**src/rtl/mutex_grant_gen.sv**
```systemverilog
//------------------------------------------------------------------------------
// mutex_grant_gen : round-robin two-client mutex with dead gap, hold limit
//                   and saturating grant/timeout statistics.
// Revision 1.0
//------------------------------------------------------------------------------
`default_nettype none

module mutex_grant_gen #(
  parameter int MAX_HOLD   = 8,
  parameter int GAP_CYCLES = 1,
  parameter int CNT_W      = 16
) (
  input  logic             clk,
  input  logic             rst_n,
  input  logic             req_a,
  input  logic             req_b,
  output logic             grant_a,
  output logic             grant_b,
  output logic             busy,
  output logic             timeout_pulse,
  output logic [CNT_W-1:0] grant_cnt_a,
  output logic [CNT_W-1:0] grant_cnt_b,
  output logic [CNT_W-1:0] timeout_cnt
);

  localparam logic [7:0] c_max_hold = 8'(MAX_HOLD);
  localparam logic [3:0] c_gap      = 4'(GAP_CYCLES);

  typedef enum logic [1:0] {
    IDLE  = 2'd0,
    OWN_A = 2'd1,
    OWN_B = 2'd2,
    GAP   = 2'd3
  } state_t;

  state_t             r_state;
  state_t             w_next;
  state_t             w_pick;
  logic               r_last_b;      // last owner: 1 = B, 0 = A
  logic [7:0]         r_hold_cnt;
  logic [3:0]         r_gap_cnt;
  logic               r_grant_a;
  logic               r_grant_b;
  logic               r_timeout;
  logic [CNT_W-1:0]   r_cnt_a;
  logic [CNT_W-1:0]   r_cnt_b;
  logic [CNT_W-1:0]   r_cnt_to;
  logic               w_revoke;
  logic               w_enter_a;
  logic               w_enter_b;

  // Arbitration shared by IDLE and gap expiry; ties go to the non-last owner.
  always_comb begin
    w_pick = IDLE;
    if (req_a && req_b) begin
      w_pick = r_last_b ? OWN_A : OWN_B;
    end else if (req_a) begin
      w_pick = OWN_A;
    end else if (req_b) begin
      w_pick = OWN_B;
    end
  end

  always_comb begin
    w_next   = r_state;
    w_revoke = 1'b0;
    case (r_state)
      IDLE: w_next = w_pick;
      OWN_A: begin
        if (!req_a) begin
          w_next = GAP;
        end else if (r_hold_cnt == c_max_hold) begin
          w_next   = GAP;
          w_revoke = 1'b1;
        end
      end
      OWN_B: begin
        if (!req_b) begin
          w_next = GAP;
        end else if (r_hold_cnt == c_max_hold) begin
          w_next   = GAP;
          w_revoke = 1'b1;
        end
      end
      GAP: begin
        if (r_gap_cnt == c_gap) begin
          w_next = w_pick;
        end
      end
      default: w_next = IDLE;
    endcase
  end

  assign w_enter_a = (w_next == OWN_A) && (r_state != OWN_A);
  assign w_enter_b = (w_next == OWN_B) && (r_state != OWN_B);

  always_ff @(posedge clk) begin
    if (!rst_n) begin
      r_state    <= IDLE;
      r_last_b   <= 1'b1;
      r_hold_cnt <= '0;
      r_gap_cnt  <= '0;
      r_grant_a  <= 1'b0;
      r_grant_b  <= 1'b0;
      r_timeout  <= 1'b0;
      r_cnt_a    <= '0;
      r_cnt_b    <= '0;
      r_cnt_to   <= '0;
    end else begin
      r_state   <= w_next;
      r_grant_a <= (w_next == OWN_A);
      r_grant_b <= (w_next == OWN_B);
      r_timeout <= w_revoke;

      if (w_enter_a) begin
        r_last_b   <= 1'b0;
        r_hold_cnt <= 8'd1;
        if (r_cnt_a != '1) r_cnt_a <= r_cnt_a + 1'b1;
      end else if (w_enter_b) begin
        r_last_b   <= 1'b1;
        r_hold_cnt <= 8'd1;
        if (r_cnt_b != '1) r_cnt_b <= r_cnt_b + 1'b1;
      end else if (w_next == r_state && (r_state == OWN_A || r_state == OWN_B)) begin
        r_hold_cnt <= r_hold_cnt + 8'd1;
      end

      if (w_next == GAP) begin
        r_gap_cnt <= (r_state == GAP) ? r_gap_cnt + 4'd1 : 4'd1;
      end else begin
        r_gap_cnt <= '0;
      end

      if (w_revoke && r_cnt_to != '1) begin
        r_cnt_to <= r_cnt_to + 1'b1;
      end
    end
  end

  assign grant_a       = r_grant_a;
  assign grant_b       = r_grant_b;
  assign busy          = (r_state != IDLE);
  assign timeout_pulse = r_timeout;
  assign grant_cnt_a   = r_cnt_a;
  assign grant_cnt_b   = r_cnt_b;
  assign timeout_cnt   = r_cnt_to;

endmodule

`default_nettype wire

```
**config.mk**
```make
export PLATFORM = sky130hd
export DESIGN_NAME = mutex_grant_gen
export DESIGN_NICKNAME = d
export VERILOG_FILES = /design/src/rtl/mutex_grant_gen.sv
export SDC_FILE = /design/constraint.sdc
export NUM_CORES = 1
export LEC_CHECK = 0
export CAP_MARGIN = 20
export CORE_ASPECT_RATIO = 0.6
export CORE_MARGIN = 4
export CORE_UTILIZATION = 45
export CTS_BUF_LIST = sky130_fd_sc_hd__clkbuf_8 sky130_fd_sc_hd__clkbuf_16
export DETAILED_ROUTE_END_ITERATION = 6
export PLACE_DENSITY_LB_ADDON = 0.3
export SETUP_SLACK_MARGIN = 0.5
export SLEW_MARGIN = 10
export SYNTH_ARGS = -nofsm -noshare
export SYNTH_HDL_FRONTEND = slang
export SYNTH_SLANG_ARGS = --single-unit
```
**constraint.sdc**
```tcl
create_clock -name clk -period 5.01 [get_ports clk]
set_input_delay 0.501 -clock clk [delete_from_list [all_inputs] [get_ports clk]]
set_output_delay 0.501 -clock clk [all_outputs]
set_load 0.03 [all_outputs]
```
=== Word level (Yosys, flattened, before mapping) ===
Index checks and enable logic that the tools add are counted.

* Register bits after elaboration: 66
* Input port bits: 4
* Output and inout bits: 52
* Word-level logic and storage cells: 67

* Add/subtract/negate cells: 5
* Equal/unequal tests: 14
* Muxes and demuxes: 19
* Bitwise logic cells: 2
* Reduce and logical (&&, ||, !) cells: 15

{| class="wikitable"
|+ Operators by type and width
! operator !! count
|-
| $add A16 B1 Y16 const B || 3
|-
| $ne A16 B16 Y1 const B || 3
|-
| $mux W2 || 8
|-
| $mux W1 || 9
|-
| $add A8 B1 Y8 const B || 1
|-
| $eq A2 B2 Y1 const B || 4
|-
| $eq A8 B4 Y1 const B || 1
|-
| $pmux W2 S4 || 1
|-
| $reduce_and A3 Y1 || 2
|-
| $logic_and A1 B1 Y1 || 5
|-
| $add A4 B1 Y4 const B || 1
|-
| $eq A2 B1 Y1 const B || 2
|-
| $eq A4 B1 Y1 const B || 1
|-
| $reduce_and A2 Y1 || 2
|-
| $reduce_bool A2 Y1 || 2
|-
| $reduce_bool A3 Y1 || 1
|-
| $reduce_or A3 Y1 || 1
|-
| $eq A2 B2 Y1 || 1
|-
| $logic_not A2 Y1 || 1
|-
| $ne A2 B1 Y1 const B || 1
|-
| $ne A2 B2 Y1 const B || 1
|-
| $not A1 Y1 || 2
|-
| $pmux W1 S2 || 1
|-
| $logic_or A1 B1 Y1 || 1
|}

=== Depth between registers and ports, before layout ===
* Depth after elaboration: 10
* Depth in mapped cells: 12
* Mapped depth without buffers: 9

=== Worst setup path after synthesis ===
Ideal clock, no wire load.

* Path kind: reg-to-reg
* From: register r_state[0]
* To: register r_cnt_b[13] (netlist: grant_cnt_b[13])
* Setup time: 0.070 ns
* Arrival time: 2.532 ns
* Required time: 4.940 ns
* Slack: 2.407 ns
* Cell stages (with the launch flop): 12
* Path buffers: 2
* Period minus slack after synthesis: 2.603 ns
* Cells stage by stage: dfxtp_1 inv_1 ha_1 buf_6 nor4bb_1 a221oi_2 nor2_2 or3_1 buf_2 or2_4 or3_1 a21oi_1

* Cells in the longest elaborated chain, start to end: 7
* Elaborated cells between the ends (all ways): 17
* Classes of those cells: eq/ne: 7; mux: 5; bitwise: 1; reduce/logical: 4

{| class="wikitable"
|+ Ends and longest elaborated chain
! item !! RTL line !! RTL
|-
| from (decl) || 36 || <nowiki>state_t r_state;</nowiki>
|-
| from (signal assigned) || 110 || <nowiki>r_state <= w_next;</nowiki>
|-
| $mux W2 || 72, 80 ||
|-
| $mux W2 (on tied branches) || 78, 70 ||
|-
| $pmux W2 S4 || 67 || <nowiki>case (r_state)</nowiki>
|-
| $eq A2 B1 Y1 || 94 || <nowiki>assign w_enter_a = (w_next == OWN_A) && (r_state != OWN_A);</nowiki>
|-
| $logic_and A1 B1 Y1 || 94 ||
|-
| $not A1 Y1 (no source line) || - ||
|-
| $reduce_and A3 Y1 (no source line) (*) || - ||
|-
| to (signal assigned) || 122 || <nowiki>if (r_cnt_b != '1) r_cnt_b <= r_cnt_b + 1'b1;</nowiki>
|-
| to (decl) || 46 || <nowiki>logic [CNT_W-1:0] r_cnt_b;</nowiki>
|}

Mark *: on every way between the ends. The rest lies on a longest branch, timed or not.
A chain may end at the register's enable or synchronous reset.

=== Worst setup path in the final report ===
Ends and elaborated chain as after synthesis.

==> summary.txt <==
STA
  • Final setup violation count: 0
  • RSZ-0062 raised after global routing: no
  • Achievable Freq: between 300 and 400 MHz
  • Setup TNS: 0 ns
  • Slew HR: 48.8%
  • Fin. max-slew vios: 0
  • Worst-margin pin slew: 0.765 ns
  • Final Skew: ~0.0058 ns
  • Fin. Hold Viols: 0
  • Fin crit share: 62.6%
  • Min Tclk post-route: 3.14 ns

Hold path
  • Worst Hold Class: flip-flop to flip-flop

Clock network
  • H-tree depth: 3
  • Root Driver: clkbuf_16
  • CTS Hold Buffers Added: 0
  • Sinks on Clock Net: 66
  • TritonCTS buffer count: 9
  • Post-CTS Resized: 0
  • Postcts setup bufs: 0
  • CTS tree: done
  • Clock Pin Slew Worst Setup and Hold Paths: 0.05 ns
  • Clk_lat worst skew: about 0.33 ns
  • Clock Tree Buf Depth: 2

Global route
  • Initial antenna violation count: 0
  • Number of global-route vias before repair: 2,846
  • GRT Total Usage: roughly 19%
  • Global-route wire length before repair: 13,900 um
  • Largest net degree at the start of global routing: 39
  • Grt ovf: 0

Cells and area
  • Most common cell after layout, fill and taps aside: dfxtp_1
  • Fin nets: 476
  • Fill count: between 600 and 700
  • Multi-input gate area: just under 0.002 mm2
  • Area grow syn2layout: 26.6%
  • Finished Core Util: 59.4%
  • Share of cells above drive strength 1: slightly below 8%
  • Most frequent cells in the layout: dfxtp_1 (66), nor2_1 (58), clkdlybuf4s50_1 (55)
  • Ant. Diodes: 0
  • Register area: 0.00132 mm2

Power
  • Sequential share of power: 33.2%
  • Net Sw Frac: 35.3%
  • Comb power frac: 32.9%
  • Power Density: 417 mW/mm2
  • Switching power: roughly 0.00064 W
  • Max VDD drop: 0.000220 V
  • Power Internal: 0.00118 W
  • Leak: 1.52 nW
  • Clock power frac: between 30% and 40%

Logic synthesis
  • Synthesized cell area: 0.00345 mm2
  • Most used DFF post-synth: dfxtp_1
  • Syn Inst Count: 406
  • Leading area contributor after synthesis: dfxtp_1
  • Area contributors post-synth: dfxtp_1 (38%), nor2_1 (6.3%), xnor2_1 (6.1%), ha_1 (4.4%), xor2_1 (4.1%)
  • Post-synth EDFFs: 0
  • Synth Warn #: 0
  • Post-synthesis cell type count: 62
  • Share of the synthesized area in the top cell type: a little under two fifths
  • Synth Register Bits: 66
  • Mapped Nets: between 400 and 500
  • Seq/Total Area, Yosys: 38.3%
  • Async S/R FF share, synth: 0%
  • Synthesized area per cell: approximately 8.5 um2

Status
  • Outcome: complete, no violations

Place
  • DPL Wire Length: 5830 um
  • GP Congestion: 0.929
  • Port bufs: 55

Setup path
  • Critical Path Most Common Cell: or3_1
  • Critical path class: flip-flop to flip-flop
  • Slowest cell on crit path: or3_1
  • Req. time, crit path: 5.27 ns
  • CP peak stage delay: 0.68 ns
  • CP endpoint kind: flip-flop
  • Worst Setup Start Kind: flip-flop
  • Crit Path Max Fanout: 17
  • Worst EP arrival: ~3.4 ns
  • CP Cell Sequence: inv_1 -> ha_1 -> nor4bb_1 -> a221oi_2 -> nor2_2 -> or3_1 -> or2_4 -> or3_1 -> a21oi_1

Floorplan
  • Initial Utilization: 46.9%
  • Row count: 24
  • Chip width: 121 um
  • Core area: 0.00736 mm2
  • I/O Pins: 56
  • Die ar.: between 0.009 and 0.01 mm2
  • Die Height: 75.8 um

Drt
  • Drt first-iter violations: 253
  • Detailed-route via count: 3,049
  • DRC viols: 0
  • WL per Instance: approximately 14 um
  • Routed Antenna Nets: 0
  • Avg Vias per Cell: 5.36
  • Drt pass-1 iters: 5
  • WL final: 8230 um

Flow run
  • # Max-Cap Violations: 0
==> flip-flops by register name, indices dropped and copies added, names as in the netlist <==
name           cells
grant_b            1
grant_cnt_a       16
r_last_b           1
grant_cnt_b       16
r_state            2
timeout_cnt       16
timeout_pulse      1
grant_a            1
r_hold_cnt         8
r_gap_cnt          4
==> final timing paths <==
path / from / end / slack [ns] / cells past startpoint
max: r_state[0] / grant_cnt_b[13] / 1.87 / 9
min: grant_cnt_a[1] / grant_cnt_a[1] / 0.51 / 2
max reg2reg: r_state[0] / grant_cnt_b[13] / 1.87 / 9
min reg2reg: grant_cnt_a[1] / grant_cnt_a[1] / 0.51 / 2
==> critical path, delay by kind of cell, from the launching register on <==
| kind | cells | cell delay (ns) |
|---|---|---|
| simple gates | 5 | 1.68 |
| flops | 1 | 0.46 |
| compound gates | 2 | 0.43 |
| fa+ha+maj | 1 | 0.36 |
| buf+inv | 1 | 0.14 |
==> power by group through the flow <==
stage / Sequential (W) / Combinational, W / Clock, W
finish: 0.000604 / 0.000599 / 0.000617
global route: 0.000609 / 0.000649 / 0.000653
detailed placement: 0.000614 / 0.000586 / 0
CTS: 0.000603 / 0.000592 / 0.000629
floorplan: 0.000640 / 0.000443 / 0
global placement: 0.000612 / 0.000573 / 0
==> final cells by class <==
type / instances / share of cell area (%)
Tap cell: 104 / 2.98
Clock buffer: 11 / 5.79
Clock inverter: 5 / 1.06
Timing Repair Buffer: 56 / 12.8
Inverter: 19 / 1.63
Multi-Input combinational cell: 308 / 45.5
Sequential cell: 66 / 30.2
==> layer usage <==
layer,routed length (um),part of all wire (%),GRT usage [%]
met5,0,0,0
met2,3270,40,26.6
met4,93,1.1,6.78
met3,568,6.9,6.82
met1,4300,52,27.7
==> logic make-up after synthesis <==
kind of cell,after synthesis,share of synthesized area [%]
XOR/XNOR,40,10.2
AO/OA/AOI/OAI,49,9.94
adder cells (fa/ha/maj),12,4.35
multiplexers,8,2.36
flip-flops,66,38.3
buffers and inverters,32,4.10
AND/OR/NAND/NOR,199,30.8
==> through the flow <==
| step | std cells | instance area (um2) | setup WS, ns | hold WS [ns] | total power, W |
|---|---|---|---|---|---|
| after floorplan | 406 | 3450 | 2.41 | 0.463 | 0.00108 |
| after global placement | 553 | 4070 | 1.89 | 0.482 | 0.00119 |
| after detailed placement | 553 | 4070 | 1.78 | 0.499 | 0.00120 |
| after CTS | 569 | 4370 | 1.89 | 0.510 | 0.00182 |
| after global routing | 569 | 4370 | 1.68 | 0.554 | 0.00191 |
| final | 569 | 4370 | 1.87 | 0.506 | 0.00182 |
==> Yosys cell counts (2+ instances only) <==
master and instances:
nor3b_1 3, nor4_1 6, xnor2_1 24, nor2_1 58
nor3_1 10, mux2i_1 7, dfxtp_1 66, nor4_2 3
nor2b_1 5, and2_1 7, a21bo_2 2, xor2_1 16
nand4_1 15, buf_6 2, nand2_1 32, and3_1 4
buf_2 2, o21a_1 2, nand2b_1 6, a21oi_1 16
and4_1 2, inv_1 18, or3_1 7, nand3_1 25
a31o_2 3, o21ai_0 9, clkbuf_1 8, ha_1 12
nand3b_1 3
No activity file was read; power rests on OpenSTA's default activity.
==> edit 1, RTL diff (config.mk and constraints unchanged) <==
`CNT_W`: 16 -> 32.
--- a/src/rtl/mutex_grant_gen.sv
+++ b/src/rtl/mutex_grant_gen.sv
@@ -8,7 +8,7 @@
 module mutex_grant_gen #(
   parameter int MAX_HOLD   = 8,
   parameter int GAP_CYCLES = 1,
-  parameter int CNT_W      = 16
+  parameter int CNT_W      = 32
 ) (
   input  logic             clk,
   input  logic             rst_n,
Ports: changed (resized grant_cnt_a, grant_cnt_b and timeout_cnt); port bits go from 56 to 104. The function was not compared with the original's and may differ.
==> edit 1 against the original RTL <==
- setup slack got worse by 390 ps
- routed wire length up 76%
- count of clock-buffer cells in the layout up 9
- sequential cell count up 48
- area after synthesis grew 62%
- cell area rose by 70%
- maximum frequency decreased by 11%
- global-route usage is 1.1 points higher
- utilization rose by 2.2 points
- power grew 66%
- via count rose by 68%
- largest cell class unchanged
- largest power group unchanged
==> edit 1: results (changes against the original RTL) <==
{
  "status": "complete, no violations",
  "layout.buffer.nonclock.area_share": {"value": 0.142, "change": "+0.0147"},
  "clkbuf_count": {"value": 20, "change": "+9"},
  "max_stage_delay": {"value": 780, "unit": "ps", "change": "+100 ps"},
  "rr_endpoint": "grant_cnt_b[27]$_SDFFE_PN0P_",
  "final_core_utilization": {"value": 0.615, "change": "+0.0217"},
  "power_sequential": {"value": 0.000978, "unit": "W", "change": "+62%"},
  "grt.total_usage": {"value": 0.204, "change": "+0.0109"},
  "comb.multi_input.count": {"value": 496, "change": "+61%"},
  "final.signal_inverter_count": {"value": 25, "change": "+6"},
  "post_route_worst_hold_slack": {"value": 495, "unit": "ps", "change": "-11.3 ps"},
  "maxSlewHeadroom": {"value": 0.409, "change": "-0.0790"},
  "sequential_cell_total": {"value": 114, "change": "+73%"},
  "reg2reg_setup_slack": {"value": 1490, "unit": "ps", "change": "-390 ps"},
  "wl_met1": {"value": 7150, "unit": "um", "change": "+66%"},
  "finalWeightedCongestion": {"value": 0.872, "change": "-6.2%"},
  "post_synth_mux_area_share": {"value": 0.0110, "change": "-0.0126"},
  "post_synth_main_area_contributors": "sky130_fd_sc_hd__dfxtp_1 41%, sky130_fd_sc_hd__xor2_1 6.3%, sky130_fd_sc_hd__nor2_1 5.9%",
  "synth_compound_area_frac": {"value": 0.0838, "change": "-0.0155"},
  "hold-path-endpoint": "grant_cnt_a[11]$_SDFFE_PN0P_",
  "htree_num_levels": {"value": 4, "change": "+1"},
  "worstSetupStartpoint": "r_state[1]$_SDFF_PN0_",
  "use_met1": {"value": 0.291, "change": "+0.0134"},
  "finalClockSkew": {"value": 9.21, "unit": "ps", "change": "+3.46 ps"},
  "vias_in_the_first_global_route": {"value": 4812, "change": "+69%"},
  "largest_net_degree_at_the_start_of_global_routing": {"value": 41, "change": "+5.1%"},
  "final_instance_count_excl_fillers": {"value": 939, "change": "+65%"},
  "crit_path_max_fanout": {"value": 18, "change": "+1"},
  "clock_cell_area_share": {"value": 0.0909, "change": "+0.0224"},
  "multi_input_logic_area": {"value": 0.00313, "unit": "mm^2", "change": "+57%"},
  "endpoint_arrival_time_on_the_critical_path": {"value": 3860, "unit": "ps", "change": "+460 ps"},
  "first_drt_iteration_drcs": {"value": 327, "change": "+29%"},
  "wl_per_cell": {"value": 15.4, "unit": "um", "change": "+6.4%"},
  "dpl.hpwl": {"value": 10200, "unit": "um", "change": "+75%"}
}
-- edit 1: cell types whose count changed in the layout (fill, tap and decap cells not counted), moves of 9 or more --
cell	before	now
sky130_fd_sc_hd__clkdlybuf4s50_1	55	103
sky130_fd_sc_hd__dfxtp_1	66	114
sky130_fd_sc_hd__nor2_1	58	88
sky130_fd_sc_hd__xor2_1	16	40
sky130_fd_sc_hd__nand3_1	25	45
sky130_fd_sc_hd__nand2_1	32	50
sky130_fd_sc_hd__and3_1	4	17
sky130_fd_sc_hd__nor4_1	6	19
sky130_fd_sc_hd__or3_1	7	19
sky130_fd_sc_hd__o21ai_0	9	20
sky130_fd_sc_hd__nand4_1	15	25
sky130_fd_sc_hd__xnor2_1	24	34
sky130_fd_sc_hd__and4_1	2	11
-- edit 1: logic make-up after synthesis --
logic type,after synthesis
and+or+nand+nor,333
DFF,114
xor gates and xnor gates,74
AOI/OAI and AO/OA,71
buffers and inverters,48
adders and majority gates,12
muxes,6
==> edit 2, RTL diff (config.mk and constraints unchanged) <==
Made on the original files. The output `timeout_pulse` loses its register stage (`r_timeout` becomes a continuous assignment).
--- a/src/rtl/mutex_grant_gen.sv
+++ b/src/rtl/mutex_grant_gen.sv
@@ -102,7 +102,6 @@
       r_gap_cnt  <= '0;
       r_grant_a  <= 1'b0;
       r_grant_b  <= 1'b0;
-      r_timeout  <= 1'b0;
       r_cnt_a    <= '0;
       r_cnt_b    <= '0;
       r_cnt_to   <= '0;
@@ -110,7 +109,6 @@
       r_state   <= w_next;
       r_grant_a <= (w_next == OWN_A);
       r_grant_b <= (w_next == OWN_B);
-      r_timeout <= w_revoke;
 
       if (w_enter_a) begin
         r_last_b   <= 1'b0;
@@ -136,6 +134,8 @@
     end
   end
 
+  assign r_timeout = w_revoke;
+
   assign grant_a       = r_grant_a;
   assign grant_b       = r_grant_b;
   assign busy          = (r_state != IDLE);
Check against the original RTL: not equivalent (Yosys sat finds a counterexample within 10 cycles, from zero or initial values and one cycle with rst_n low).
==> edit 2 against the original RTL <==
- non-clock buffer count grew 4
- sequential share of layout area decreased by 2.1 points
- power grew 9.0%
- cell area grew 6.0%
- sequential cell count fell by 1
- area after synthesis increased by 7.2%
- routed wire length is 7.2% higher
- setup slack gained 43 ps
- critical path type unchanged
- largest cell class unchanged
==> edit 2: results (changes against the original RTL) <==
{
  "status": "complete, no violations",
  "buffers": {"value": 60, "change": "+7.1%"},
  "grt.total_usage": {"value": 0.189, "change": "-0.00420"},
  "clock_cell_area_share": {"value": 0.0611, "change": "-0.00736"},
  "post_synth_main_area_contributors": "sky130_fd_sc_hd__dfxtp_1 35%, sky130_fd_sc_hd__mux2i_1 5.7%, sky130_fd_sc_hd__nand3_1 4.3%",
  "multi_input_logic_portion_of_the_cell_area": {"value": 0.483, "change": "+0.0282"},
  "critical_path_top_delay_cell": "sky130_fd_sc_hd__or4_1",
  "final_instance_count_excl_fillers": {"value": 594, "change": "+4.4%"},
  "design.final.nets": {"value": 497, "change": "+4.4%"},
  "vias_in_the_first_global_route": {"value": 3203, "change": "+13%"},
  "instance_area_at_placement": {"value": 0.00432, "unit": "mm^2", "change": "+6.1%"},
  "final.signal_inverter_count": {"value": 17, "change": "-2"},
  "cellLeakagePower": {"value": 1.58, "unit": "nW", "change": "+3.7%"},
  "synth_sequential_area_ratio": {"value": 0.352, "change": "-0.0312"},
  "placement.setup.worst_slack": {"value": 1680, "unit": "ps", "change": "-91.3 ps"},
  "post_route_worst_hold_slack": {"value": 482, "unit": "ps", "change": "-24.6 ps"},
  "rr_endpoint": "grant_cnt_b[12]$_SDFFE_PN0P_",
  "hold-path-endpoint": "grant_cnt_a[13]$_SDFFE_PN0P_",
  "nFillCells": {"value": 733, "change": "+9.1%"},
  "avgSynthCellArea": {"value": 8.58, "unit": "um^2", "change": "+1.0%"},
  "detailroute.wirelength.met3": {"value": 495, "unit": "um", "change": "-13%"},
  "area.sequential": {"value": 0.00130, "unit": "mm^2", "change": "-1.5%"},
  "first_drt_iteration_drcs": {"value": 267, "change": "+5.5%"},
  "crit_path_max_fanout": {"value": 26, "change": "+9"},
  "global_route.usage.met3": {"value": 0.0564, "change": "-0.0118"},
  "finalClockSkew": {"value": 6.14, "unit": "ps", "change": "+0.381 ps"},
  "first_pass_iters": {"value": 4, "change": "-1"}
}
-- edit 2: changes by cell type after synthesis, sizes merged, moves of 5 or more --
| cell | unedited run | this run |
|---|---|---|
| o31ai | 2 | 18 |
| nand3 | 25 | 32 |
| nor4 | 9 | 15 |
| nor2 | 59 | 29 |
| mux2i | 7 | 21 |
| nor3 | 11 | 6 |
| a21oi | 16 | 23 |
| and3 | 4 | 13 |
| nand2b | 6 | 21 |
| or4 | 1 | 16 |
| nor2b | 5 | 0 |
| xnor2 | 24 | 2 |
-- edit 2: kinds of logic after synthesis --
kind of cell / Yosys count / share of synthesized area
simple gates: 208 / 0.340
compound gates: 71 / 0.129
flops: 65 / 0.352
buf+inv: 38 / 0.0436
mux: 22 / 0.0599
xor+xnor: 15 / 0.0355
fa+ha+maj: 12 / 0.0406
-- edit 2: report_power, final --
group	switching, W	internal [W]	total (W)
Clock	0.000237	0.000347	0.000584
Combinational	0.000560	0.000235	0.000795
Sequential	0.0000487	0.000555	0.000604
Total	0.000846	0.00114	0.00198
